===== src/rtl/cdc_hs_pkg.sv =====
// Shared definitions for the cdc_hs req/ack handshake pair (transmitter and
// receiver): FSM state encodings, default synchronizer depth and a clog2 helper.
package cdc_hs_pkg;

  typedef enum logic [1:0] {
    IDLE     = 2'd0,
    REQ      = 2'd1,
    WAIT_LOW = 2'd2
  } state_t;

  localparam int DEFAULT_SYNC_STAGES = 2;

  // Ceiling log2 for elaboration-time width computation; clog2(1) = 0.
  function automatic int clog2(input int value);
    int result;
    result = 0;
    for (int i = 0; i < 31; i++) begin
      if ((1 << i) < value) result = i + 1;
    end
    return result;
  endfunction

endpackage


===== src/rtl/cdc_bit_sync.sv =====
// Single-bit multi-flop synchronizer. The asynchronous input d enters the
// first flop; q is the last flop of a STAGES-deep chain. Synchronous
// active-high reset clears the whole chain so no stale value survives reset.
module cdc_bit_sync #(
  parameter int STAGES = 2
) (
  input  logic clk_i,
  input  logic rst_i,
  input  logic d,
  output logic q
);

  logic [STAGES-1:0] chain;

  // Shift the asynchronous bit through the chain, one flop per cycle.
  always_ff @(posedge clk_i) begin
    if (rst_i) begin
      chain <= '0;
    end else begin
      chain <= {chain[STAGES-2:0], d};
    end
  end

  assign q = chain[STAGES-1];

endmodule


===== src/rtl/cdc_hs_tx.sv =====
// Source-domain end of a 4-phase req/ack handshake. A word accepted over
// in_valid/in_ready is held on data_o while req_o is raised; the FSM waits for
// the synchronized ack to rise, drops req_o, waits for ack to fall, then
// pulses done_o and returns to IDLE.
//
// Handshake: a word transfers on a rising clk_i edge where in_valid_i and
// in_ready_o are both 1; in_ready_o is 1 only in IDLE (and never during reset),
// so offers made while busy are simply ignored and not buffered.
//
// Optional feature, macro CDC_HS_TX_TIMEOUT_EN: adds a sticky timeout_o that
// sets after TIMEOUT_CYCLES cycles without a state change in REQ or WAIT_LOW.
// state_o exposes the FSM state for debug observation.
module cdc_hs_tx
  import cdc_hs_pkg::*;
#(
  parameter int DATA_WIDTH     = 8,
  parameter int SYNC_STAGES    = DEFAULT_SYNC_STAGES,
  parameter int TIMEOUT_CYCLES = 1024
) (
  input  logic                  clk_i,
  input  logic                  rst_i,
  input  logic                  in_valid_i,
  input  logic [DATA_WIDTH-1:0] in_data_i,
  output logic                  in_ready_o,
  output logic                  req_o,
  output logic [DATA_WIDTH-1:0] data_o,
  input  logic                  ack_i,
  output logic                  done_o,
  output logic                  busy_o,
  output state_t                state_o
`ifdef CDC_HS_TX_TIMEOUT_EN
  ,
  output logic                  timeout_o
`endif
);

  // Reject illegal configurations at elaboration.
  if (SYNC_STAGES < 2 || TIMEOUT_CYCLES < 1) begin : g_param_check
    $error("cdc_hs_tx: SYNC_STAGES must be >= 2 and TIMEOUT_CYCLES >= 1");
  end

  state_t state;
  logic   ack_s;

  cdc_bit_sync #(
    .STAGES(SYNC_STAGES)
  ) u_ack_sync (
    .clk_i(clk_i),
    .rst_i(rst_i),
    .d    (ack_i),
    .q    (ack_s)
  );

  assign in_ready_o = (state == IDLE) && !rst_i;
  assign state_o    = state;

  // Handshake FSM with registered req/data/done/busy outputs.
  always_ff @(posedge clk_i) begin
    if (rst_i) begin
      state  <= IDLE;
      req_o  <= 1'b0;
      data_o <= '0;
      done_o <= 1'b0;
      busy_o <= 1'b0;
    end else begin
      done_o <= 1'b0;
      case (state)
        IDLE: begin
          if (in_valid_i) begin
            data_o <= in_data_i;
            req_o  <= 1'b1;
            busy_o <= 1'b1;
            state  <= REQ;
          end
        end
        REQ: begin
          if (ack_s) begin
            req_o <= 1'b0;
            state <= WAIT_LOW;
          end
        end
        WAIT_LOW: begin
          if (!ack_s) begin
            done_o <= 1'b1;
            busy_o <= 1'b0;
            state  <= IDLE;
          end
        end
        default: begin
          req_o  <= 1'b0;
          busy_o <= 1'b0;
          state  <= IDLE;
        end
      endcase
    end
  end

`ifdef CDC_HS_TX_TIMEOUT_EN
  localparam int                CNT_W   = clog2(TIMEOUT_CYCLES + 1);
  localparam logic [CNT_W-1:0]  CNT_MAX = CNT_W'(TIMEOUT_CYCLES);

  logic             state_change;
  logic [CNT_W-1:0] cnt;
  logic [CNT_W-1:0] cnt_inc;

  assign state_change = (state == IDLE     && in_valid_i && in_ready_o) ||
                        (state == REQ      && ack_s) ||
                        (state == WAIT_LOW && !ack_s);
  assign cnt_inc      = cnt + 1'b1;

  // Cycles spent in the current busy state; saturates at the limit.
  always_ff @(posedge clk_i) begin
    if (rst_i) begin
      cnt <= '0;
    end else if (state_change) begin
      cnt <= '0;
    end else if (state != IDLE && cnt != CNT_MAX) begin
      cnt <= cnt_inc;
    end
  end

  // Sticky flag set on the edge where the count reaches the limit.
  always_ff @(posedge clk_i) begin
    if (rst_i) begin
      timeout_o <= 1'b0;
    end else if (!state_change && state != IDLE && cnt_inc == CNT_MAX) begin
      timeout_o <= 1'b1;
    end
  end
`endif

endmodule

===== config.mk =====
export PLATFORM = sky130hd
export DESIGN_NAME = cdc_hs_tx
export DESIGN_NICKNAME = d
export VERILOG_FILES = /design/src/rtl/cdc_hs_pkg.sv /design/src/rtl/cdc_bit_sync.sv /design/src/rtl/cdc_hs_tx.sv
export SDC_FILE = /design/constraint.sdc
export NUM_CORES = 1
export LEC_CHECK = 0
export ABC_AREA = 1
export ABC_CLOCK_PERIOD_IN_PS = 1350
export BUFFER_PORTS_ARGS = -buffer_cell sky130_fd_sc_hd__buf_2
export CAP_MARGIN = 40
export CORE_MARGIN = 2
export CORE_UTILIZATION = 40
export DETAILED_ROUTE_END_ITERATION = 10
export HOLD_SLACK_MARGIN = 0.15
export PLACE_DENSITY = 0.7
export RECOVER_POWER = 50
export SLEW_MARGIN = 20
export SYNTH_ARGS = -nofsm -noshare
export SYNTH_HDL_FRONTEND = slang
export SYNTH_SLANG_ARGS = --single-unit
export TNS_END_PERCENT = 10

===== constraint.sdc =====
create_clock -name clk_i -period 1.35 [get_ports clk_i]
set_clock_uncertainty 0.15 [all_clocks]
set_input_delay 0.135 -clock clk_i [delete_from_list [all_inputs] [get_ports clk_i]]
set_output_delay 0.135 -clock clk_i [all_outputs]
set_load 0.01 [all_outputs]

-- After elaboration in Yosys (flattened, before gate mapping)
Index checks and enable logic that the tools add are counted.
- input bits: 12
- output and inout port bits: 14
- register bits: 15
- word-level logic and storage cells: 31
- reductions and logical operators: 8
- bitwise operators: 2
- muxes and demuxes: 10
- eq/ne operators: 5
- operators with widths (kind ; count):
    $reduce_and 3->1 ; 3
    $mux 2 ; 3
    $pmux 1 s3 ; 2
    $pmux 2 s3 ; 1
    $mux 1 ; 4
    $ne 2x2->1 const B ; 2
    $eq 2x1->1 const B ; 1
    $eq 2x2->1 const B ; 1
    $logic_not 2->1 ; 1
    $ne 2x1->1 const B ; 1
    $not 1->1 ; 2
    $reduce_and 2->1 ; 1
    $reduce_or 2->1 ; 1
    $logic_and 1x1->1 ; 1
    $logic_not 1->1 ; 1

-- Depth between registers and ports, before layout
Gate-level depths: netlist of the first run.
- depth after elaboration: 3
- mapped depth: 5
- mapped depth without buffers: 5

-- By module
Synthesis of the first run repeated with hierarchy kept, for this count alone.
- cells, all modules: 77
- area total of the unflattened synthesis: 588.1 µm²
- modules (own cells, without submodules) (module ; seq. area each (µm²) ; cells an instance ; instances ; area each (µm²)):
    cdc_hs_tx ; 260.2 ; 71 ; 1 ; 533.0
    cdc_bit_sync ; 40.0 ; 6 ; 1 ; 55.1

-- Worst setup path after synthesis of the first run
No wires, ideal clock.
- path type: reg2reg
- start point: register state[0] (netlist: state_o[0])
- end point: register data_o[0]
- stages on the path, launching flop included: 6
- arrival: 874 ps
- buffers on the path: 0
- data required time: 1136 ps
- clock period less this slack: 1087 ps
- setup slack: 263 ps
- setup time: 64 ps
- cell sequence: dfxtp_1 > nor2_4 > nand2_4 > inv_4 > nor2_1 > nor2_1
- longest elaborated chain between the ends: 2
- RTL lines (what ; RTL line ; source):
    from (decl) ; cdc_hs_tx.sv:42 ; state_t state;
    from (signal assigned) ; cdc_hs_tx.sv:60 ; state <= IDLE;
    from (signal assigned) ; cdc_hs_tx.sv:73 ; state <= REQ;
    from (signal assigned) ; cdc_hs_tx.sv:79 ; state <= WAIT_LOW;
    $logic_not 2->1 ; cdc_hs_tx.sv:67 ; case (state)
    $reduce_and 2->1 (no line) ; -- ;
    to (signal assigned) ; cdc_hs_tx.sv:70 ; data_o <= in_data_i;
    to (decl) ; cdc_hs_tx.sv:26 ; output logic [DATA_WIDTH-1:0] data_o,
Every way passes these cells.
A chain may end at the register's enable or synchronous reset.

-- Worst setup path in the final report of the first run
- start point: register state[0] (netlist: state_o[0])
- end point: output port in_ready_o
- longest elaborated chain between the ends: 2
- RTL lines (what ; RTL line ; source):
    $logic_not 2->1 ; cdc_hs_tx.sv:54 ; assign in_ready_o = (state == IDLE) && !rst_i;
    $logic_and 1x1->1 ; cdc_hs_tx.sv:54 ;
    to (decl) ; cdc_hs_tx.sv:24 ; output logic in_ready_o,
Every way passes these cells.

==> run metrics, run 1 <==
worst hold stages=2; Hold Vio Cnt, Final=0; part of the Yosys area used for sequential elements=51.39%; io pins=26; crit end category=primary output; Layout area overhead=52.46%; Worst Hold Class=in -> reg; Worst Hold Path EP=busy_o; part of the power in registers=about 53%; Comb power frac=20.1%; layout cells sized above 1=34.78%; Pint=just under 700 µW; area leader, netlist=dfxtp_1; hold_ws=0.1523 ns; adder-cell share of the synthesized area=0%; r2r worst-path depth=5; Global Route Usage Sum=18.21%; clk sinks=15; largest net degree at the start of global routing=11; reg2reg start=state_o[0]; Synth Area in Simple Gates=40.04%; drt via density=4.823; Root Driver=clkbuf_4; Netlist cell types=13; # diodes=0; type of origin of the critical path=register; Peak Freq=0.7688 GHz; initial antenna violation count=0; post-synthesis register bit count=15; Max-Slew Margin vs Limit=approximately four fifths; crit path kind=reg -> out; Slew @ Worst Pin=0.3080 ns; Core ar.=~1300 µm²; Final Worst Setup Slack=between 0.04 and 0.05 ns; Post-Synth XOR/XNOR Area=0%; TritonRoute pass-1 iters=4; R2R Setup Slk=0.14 ns; total gr overflow=0; top cells by area, synth=dfxtp_1 (51%), nor2_1 (13%), nand3b_1 (12%), nand2_1 (10%), a21oi_1 (2.6%); CP arrival=1.02 ns; Post-route DRC=0; critical hold path startpoint=rst_i; vias=627; IO Port Bufs=25; power per standard cell area=between 1000 and 1500 nW/µm²; worst-skew pair later-pin latency=0.27 ns; post-DR wirelength/cell=11.57 µm; setup violators final=0; Leakage Power=0.0004538 µW; vias in the first global route=580; multiplexer area fraction after synthesis=0%; die area=approximately 1800 µm²; Netlist Area Pre-Place=584.3 µm²; unrepaired setup endpoints after global routing=yes; Peak VDD IR=about 500 µV; Final #Nets=roughly 130; Final ANT Viol Nets=0; result of the run=complete, no violations; Num CTS Buffers=3; Non-Filler Instances=130; worst-path fanout max=6; Max Cap Violations=0; DP HPWL=836 µm; top-area cell type share of the netlist area=51.39%; Net Switching=between 200 and 300 µW; switching part of the total=between 20% and 30%; Die Span X=roughly 42 µm; Mean Syn Cell Area=7.791 µm²; Period minus WS final=1.301 ns; Clk pwr share=27.1%; Reg clk slew, reported paths=roughly 0.090 ns; reg-to-reg critical path endpoint=data_o[6]; Initial Util=43.81%; FP Rows=13; Placer Congestion=0.7111; CTS tree=done; largest family of logic cells by synthesized area=simple AND/OR/NAND/NOR gates; Routed WL=1504 µm; first-pass GRT wire length=2456 µm; clock tree buffer depth=2; cell total after placement=114; pre-CTS setup slack=0.1911 ns; H-tree depth=1; Compound-Gate Fraction of Synth Area=3.426%; chip height=between 40 and 50 µm; DR iter-0 viols=21; Synth Net Count=87; Req. time, crit path=about 1.1 ns; synth warn=0; Synth Instances=75; Max Slew Vio Count=0; Final Cycle Share=96.35%
==> metal layers <==
metal | track usage (%) | wire [µm] | vias to the layer above | share of wire [%]
li1 | - | - | 318 | -
met1 | 19.53 | 608 | 275 | 40
met2 | 34.77 | 795 | 30 | 53
met3 | 2.586 | 75 | 4 | 5.0
met4 | 7.500 | 25 | 0 | 1.7
met5 | 0 | 0 | - | 0
==> through the flow <==
| step | power (µW) | TNS (ns) | util [%] | cell area [µm²] |
|---|---|---|---|---|
| after floorplan | 598.8 | 0 | - | 584.3 |
| after global placement | 655.2 | 0 | 54.22 | 723.2 |
| after detailed placement | 658.2 | 0 | 54.22 | 723.2 |
| after CTS | 935.0 | 0 | 64.73 | 863.3 |
| after global routing | 994.5 | -0.02812 | 66.79 | 890.9 |
| final | 935.5 | 0 | 66.79 | 890.9 |
==> logic make-up after synthesis <==
family | Yosys count
and+or+nand+nor | 49
DFF | 15
AOI/OAI and AO/OA | 4
buffers and inverters | 7
==> state kept, by name, summed over array words and instances, names as in the netlist <==
signal / flops
data_o: 8
state_o: 2
u_ack_sync.chain: 2
busy_o: 1
done_o: 1
req_o: 1
==> cell type report <==
cell class,instances,area [µm²]
multi-input cells,53,259.0
well taps,15,18.77
flip-flops and latches,15,307.8
clock buffers,3,22.52
inverters,6,30.03
fillers,124,442.9
clock inverters,1,5.005
repair buffers,37,247.7
==> timing repair <==
item                                    4_1_cts  5_1_grt
hold buffers                                 11        0
setup buffers                                 0        2
endpoints found under the setup margin        1        1
pin swaps                                     0        1
hold endpoints to repair                     15        0
gates resized for setup                       2        9
==> cells in the final DEF (no fill, tap or decap), types with 2 or more instances in the layout <==
| cell | instances |
|---|---|
| clkbuf_4 | 3 |
| dfxtp_4 | 2 |
| nand2_1 | 15 |
| dlygate4sd3_1 | 10 |
| nand3b_1 | 9 |
| a21oi_1 | 3 |
| dfxtp_1 | 13 |
| buf_2 | 24 |
| inv_1 | 2 |
| buf_4 | 2 |
| inv_4 | 3 |
| nor2_1 | 20 |
==> cell usage after synthesis, drive strengths merged <==
master and n:
dfxtp 15, nor3 1, nor2 22, a21oi 3
nand2 17, o21ai 1, nand3b 9, buf 1
inv 6
==> power groups by stage <==
stage	registers, µW	logic, µW	clock network (µW)
final	494	188	253
after global routing	499	209	286
after CTS	494	181	260
after detailed placement	503	155	0
after global placement	502	153	0
after floorplan	518	80.9	0
==> critical path, stage by stage, from the launching register on <==
cell and delay [ns]:
dfxtp_4 0.39, inv_4 0.07, nand2_2 0.04, nor2_2 0.10, buf_2 0.14
==> worst max path at each step <==
stage	from	endpoint	slack, ns	cells past startpoint
floorplan	state_o[0]	data_o[0]	0.26	5
global placement	state_o[0]	data_o[0]	0.24	5
detailed placement	state_o[0]	data_o[4]	0.19	5
CTS	rst_i	in_ready_o	0.007	4
global route	state_o[0]	in_ready_o	-0.03	4
finish	state_o[0]	in_ready_o	0.05	4
Power figures use the tool's default switching activity.
==> run 2: changes to the inputs <==
--- a/config.mk
+++ b/config.mk
@@ -6,14 +6,14 @@
 export NUM_CORES = 1
 export LEC_CHECK = 0
 export ABC_AREA = 1
-export ABC_CLOCK_PERIOD_IN_PS = 1350
+export ABC_CLOCK_PERIOD_IN_PS = 1300
 export BUFFER_PORTS_ARGS = -buffer_cell sky130_fd_sc_hd__buf_2
 export CAP_MARGIN = 40
 export CORE_MARGIN = 2
-export CORE_UTILIZATION = 40
+export CORE_UTILIZATION = 43
 export DETAILED_ROUTE_END_ITERATION = 10
 export HOLD_SLACK_MARGIN = 0.15
-export PLACE_DENSITY = 0.7
+export PLACE_DENSITY = 0.74
 export RECOVER_POWER = 50
 export SLEW_MARGIN = 20
 export SYNTH_ARGS = -nofsm -noshare
==> constraint.sdc (replaced) <==
create_clock -name clk_i -period 1.3 [get_ports clk_i]
set_clock_uncertainty 0.15 [all_clocks]
set_input_delay 0.13 -clock clk_i [delete_from_list [all_inputs] [get_ports clk_i]]
set_output_delay 0.13 -clock clk_i [all_outputs]
set_load 0.01 [all_outputs]
==> run metrics, run 2 (synthesis gave the netlist of run 1 again) <==
result of the run=complete, no violations; total gr overflow=0 (unchanged); Top reg by flops=data_o; Placer Congestion=0.7487 (+5.3%); Hold Vio Cnt, Final=0 (unchanged); CP arrival=0.97 ns (-0.05 ns); DP HPWL=820.4 µm (-1.9%); Period minus WS final=1.245 ns; FP Rows=13 (unchanged); io pins=26 (unchanged); Multi-input gate area=254.0 µm² (-1.9%); Net Switching=258.1 µW (-1.5%); Leakage Power=0.0003942 µW (-13%); vias in the first global route=457 (-21%); Initial Util=45.47% (+1.7 points); vias=608 (-3.0%); worst path cell trace=inv_4, nand2_1, nor2_1, buf_2; layout cells sized above 1=21.93% (-13 points); most used routing layer=met2; CTS tree=done; met1 GRT Util=22.19% (+2.7 points); postcts setup bufs=0 (unchanged); Worst path slowest cell=dfxtp_4; Post-route DRC=0 (unchanged); TritonRoute pass-1 iters=4 (unchanged); crit end category=primary output; H-tree depth=1 (unchanged); # diodes=0 (unchanged); type of origin of the critical path=register; Layout area overhead=46.47%; cell total after placement=114 (unchanged); Root Driver=clkbuf_4; Pint=695.4 µW (+3.3%); met2 global-route usage=29.69% (-5.1 points); IO Port Bufs=25 (unchanged); Global Route Usage Sum=18.96% (+0.76 points); Num CTS Buffers=3 (unchanged); crit path kind=reg -> out; Die Span X=40.86 µm (-3.2%); chip height=40.86 µm (-3.2%); Final #Nets=127 (-0.78%); CP peak stage delay=0.38 ns (about the same); commonest non-fill, non-tap cells in the layout=nor2_1 (21), nand2_1 (16), buf_2 (14), dfxtp_1 (13), clkbuf_1 (12); Max Cap Violations=0 (unchanged); Routed WL=1374 µm (-8.6%); fill count=114 (-8.1%); worst-skew pair later-pin latency=0.28 ns (about the same); DR iter-0 viols=15 (-29%); Max Slew Vio Count=0 (unchanged); clock tree buffer depth=2 (unchanged); max FFs per register=8 (unchanged); Final ANT Viol Nets=0 (unchanged); largest net degree at the start of global routing=11 (unchanged); Peak Freq=between 0.8 and 0.9 GHz; first-pass GRT wire length=1973 µm (-20%); Core ar.=1285 µm² (-3.7%); Power Total=953.5 µW (+1.9%); post-DR wirelength/cell=10.65 µm (-7.9%); Max-Slew Margin vs Limit=83.57% (+4.1 points); worst-path fanout max=6 (unchanged); Reg clk slew, reported paths=0.08 ns (about the same); Comb power frac=19.1% (-1.0 points); power per standard cell area=1114 nW/µm² (+6.1%); Final Cycle Share=95.81%; drt via density=4.713 (-2.3%); sequential standard cell area=307.8 µm² (unchanged); Slew @ Worst Pin=0.2458 ns (-0.06217 ns); switching part of the total=27.07% (-0.93 points); Non-Filler Instances=129 (-0.77%); commonest non-fill, non-tap cell in the layout=nor2_1; clk sinks=15 (unchanged); Req. time, crit path=1.02 ns (-0.05 ns); Peak VDD IR=708.4 µV (+41%); Worst Hold Class=reg -> reg; Clk pwr share=27.2% (about the same); unrepaired setup endpoints after global routing=yes; met3 usage=3.261% (+0.67 points); setup violators final=0 (unchanged); part of the power in registers=53.6% (+0.8 points); initial antenna violation count=0 (unchanged); die area=1670 µm² (-6.3%)
==> run 2: through the flow <==
stage	setup TNS [ns]	setup WS, ns	hold slack (ns)	instance area (µm²)	util, %
6_report	0	0.05451	0.2565	855.8	66.60
5_1_grt	-0.006078	-0.006078	0.2706	855.8	66.60
4_1_cts	0	0.01993	0.2625	862.1	67.09
3_5_place_dp	0	0.1437	0.1882	723.2	56.28
3_3_place_gp	0	0.1856	0.1845	723.2	56.28
2_1_floorplan	0	0.2125	0.04907	584.3	-
==> run 2: routing by layer <==
layer / share of wire [%] / up-vias
met5: 0 / -
met4: 3.5 / 0
met2: 49 / 27
met1: 42 / 263
li1: - / 313
met3: 5.6 / 5
==> run 2: area by class of cell <==
| cell class | instances | area share, % |
|---|---|---|
| inverters | 6 | 3.216 |
| clock buffers | 4 | 3.070 |
| repair buffers | 36 | 25.88 |
| flip-flops and latches | 15 | 35.96 |
| multi-input cells | 53 | 29.68 |
| well taps | 15 | 2.193 |
==> run 2: worst max-delay path, delay by kind of cell, from the launching register on <==
family	cells	cell delay, ns
flops	1	0.38
buf+inv	2	0.19
simple gates	2	0.12
==> run 2: power groups by stage <==
stage | Clock [µW] | Combinational (µW) | Sequential, µW
3_5_place_dp | 0 | 161 | 522
4_1_cts | 270 | 187 | 512
5_1_grt | 286 | 203 | 517
3_3_place_gp | 0 | 158 | 522
6_report | 260 | 182 | 511
2_1_floorplan | 0 | 84.0 | 538
==> run 2: worst paths after layout <==
| kind | from | end | slack [ns] | cells after the start |
|---|---|---|---|---|
| setup / recovery | state_o[1] | in_ready_o | 0.05 | 4 |
| hold / removal | u_ack_sync.chain[0] | u_ack_sync.chain[1] | 0.26 | 2 |
| setup reg to reg | state_o[0] | data_o[2] | 0.14 | 5 |
| hold reg to reg | u_ack_sync.chain[0] | u_ack_sync.chain[1] | 0.26 | 2 |
==> run 2: timing repair <==
item                                    CTS  global route
endpoints found under the setup margin    1             1
resized for setup                         2             5
hold buffers                             11             0
endpoints found under the hold margin    15             0
==> run 3: changes to the inputs <==
--- a/config.mk
+++ b/config.mk
@@ -15,6 +15,7 @@
 export HOLD_SLACK_MARGIN = 0.15
 export PLACE_DENSITY = 0.74
 export RECOVER_POWER = 50
+export SETUP_SLACK_MARGIN = 0.15
 export SLEW_MARGIN = 20
 export SYNTH_ARGS = -nofsm -noshare
 export SYNTH_HDL_FRONTEND = slang
==> run metrics, run 3 (synthesis gave the netlist of run 1 again) <==
power per standard cell area=1076 nW/µm² (-3.5%); Pint=711.3 µW (+2.3%); Num CTS Buffers=3 (unchanged); Final Instance Area=904.6 µm² (+5.7%); reg2reg start=state_o[0]; DP HPWL=820.4 µm (unchanged); Worst Hold Path EP=u_ack_sync.chain[1]; unrepaired setup endpoints after global routing=yes; Layout Utilization=70.40% (+3.8 points); Hold Vio Cnt, Final=0 (unchanged); Final Cycle Share=94.95% (-0.85 points); Final #Nets=132 (+3.9%); FP Rows=13 (unchanged); IO Port Bufs=25 (unchanged); max FFs per register=8 (unchanged); Placer Congestion=0.7487 (unchanged); worst-skew pair later-pin latency=0.28 ns (about the same); Layout area overhead=54.82%; Routed WL=1369 µm (-0.36%); Peak VDD IR=660.4 µV (-6.8%); Leakage Power=0.0004190 µW (+6.3%); Power Total=973.0 µW (+2.0%); Comb power frac=21.0% (+1.9 points); Max Slew Vio Count=0 (unchanged); R2R Setup Slk=0.08 ns (-0.06 ns); Max Cap Violations=0 (unchanged); switching part of the total=26.89% (-0.18 points); largest net degree at the start of global routing=11 (unchanged); Top reg by flops=data_o; io pins=26 (unchanged); post-DR wirelength/cell=10.22 µm (-4.1%); Initial Util=45.47% (unchanged); Req. time, crit path=1.02 ns (about the same); commonest non-fill, non-tap cell in the layout=nor2_1; Core ar.=1285 µm² (unchanged); layout cells sized above 1=24.37% (+2.4 points); part of the power in registers=52.3% (-1.3 points); H-tree depth=1 (unchanged); TritonRoute pass-1 iters=4 (unchanged); die area=1670 µm² (unchanged); Slew @ Worst Pin=0.2401 ns (-0.005664 ns); setup violators final=0 (unchanged); reg-to-reg critical path endpoint=data_o[2]; worst hold stages=2 (unchanged); vias=621 (+2.1%); Post-route DRC=0 (unchanged); drt via density=4.634 (-1.7%); clock tree buffer depth=2 (unchanged); crit path kind=reg -> out; first-pass GRT wire length=1938 µm (-1.8%); Peak Freq=0.8101 GHz (+0.90%); worst-path fanout max=5 (-1); Period minus WS final=1.234 ns (-0.01109 ns); total gr overflow=0 (unchanged); Clk pwr share=26.7% (-0.5 points); Final ANT Viol Nets=0 (unchanged); Post-DP Area=723.2 µm² (unchanged); commonest non-fill, non-tap cells in the layout=nor2_1 (21), nand2_1 (16), dfxtp_1 (13), clkbuf_1 (13), buf_2 (13); total negative slack=0 ns (unchanged); critical hold path startpoint=u_ack_sync.chain[0]; CTS tree=done; clk sinks=15 (unchanged); # diodes=0 (unchanged); hold_ws=0.2588 ns (+0.002246 ns); Net Switching=261.7 µW (+1.4%); Root Driver=clkbuf_4; initial antenna violation count=0 (unchanged); crit end category=primary output; Worst Hold Class=reg -> reg; chip height=40.86 µm (unchanged); DR iter-0 viols=16 (+1); Global Route Usage Sum=18.40% (-0.56 points); CP arrival=0.95 ns (-0.02 ns); vias in the first global route=470 (+2.8%); type of origin of the critical path=register; r2r worst-path depth=6 (+1); Reg clk slew, reported paths=0.08 ns (about the same); Max-Slew Margin vs Limit=83.94% (+0.36 points); result of the run=complete, no violations; Die Span X=40.86 µm (unchanged)
[run 3: cell count changes in the layout (fill, tap and decap cells not counted)]
cell / before / now
buf_6: 0 / 4
buf_2: 14 / 13
buf_4: 0 / 1
clkbuf_1: 12 / 13
inv_2: 2 / 3
inv_4: 2 / 1
[run 3: final cells by class]
| cell class | count | area [µm²] |
|---|---|---|
| fill | 107 | 380.4 |
| sequential | 15 | 307.8 |
| timing repair buffer | 41 | 272.8 |
| multi-input combinational | 53 | 254.0 |
| clock buffer | 4 | 26.28 |
| inverter | 6 | 25.02 |
| tap | 15 | 18.77 |
[run 3: per-stage QoR]
stage | setup slack [ns] | instances
finish | 0.06561 | 134
global route | 0.01656 | 134
CTS | 0.07212 | 134
detailed placement | 0.1437 | 114
global placement | 0.1856 | 114
floorplan | 0.2125 | 75
[run 3: how the worst max path moves through the flow]
stage          startpoint         end  slack, ns
3_5_place_dp   state_o[0]   data_o[2]       0.14
3_3_place_gp   state_o[0]   data_o[3]       0.19
2_1_floorplan  state_o[0]   data_o[0]       0.21
4_1_cts        state_o[1]  in_ready_o       0.07
5_1_grt        state_o[0]   data_o[3]       0.02
6_report       state_o[1]  in_ready_o       0.07
[run 3: power by group through the flow]
stage	registers [µW]	logic, µW	clock network, µW
finish	509	205	260
global route	514	225	289
CTS	507	203	270
detailed placement	522	161	0
global placement	522	158	0
floorplan	538	84.0	0
[run 3: worst max-delay path, cell delays in order, from the launching register on]
cell	delay (ns)
dfxtp_4	0.37
inv_2	0.06
nand2_1	0.05
nor2_1	0.08
buf_2	0.13
[run 3: per-layer routing]
metal | vias to the layer above | global-route usage, % | part of all wire [%]
li1 | 321 | - | -
met1 | 277 | 21.52 | 43
met2 | 19 | 30.08 | 50
met3 | 4 | 3.261 | 4.5
met4 | 0 | 12.50 | 2.3
met5 | - | 0 | 0
[run 3: repair_timing]
action                     CTS  global route
pin swaps                    1             1
hold buffers                11             0
setup endpoints to repair   11            13
gates resized for setup      6             4
hold endpoints to repair    15             0
setup buffers                5             0
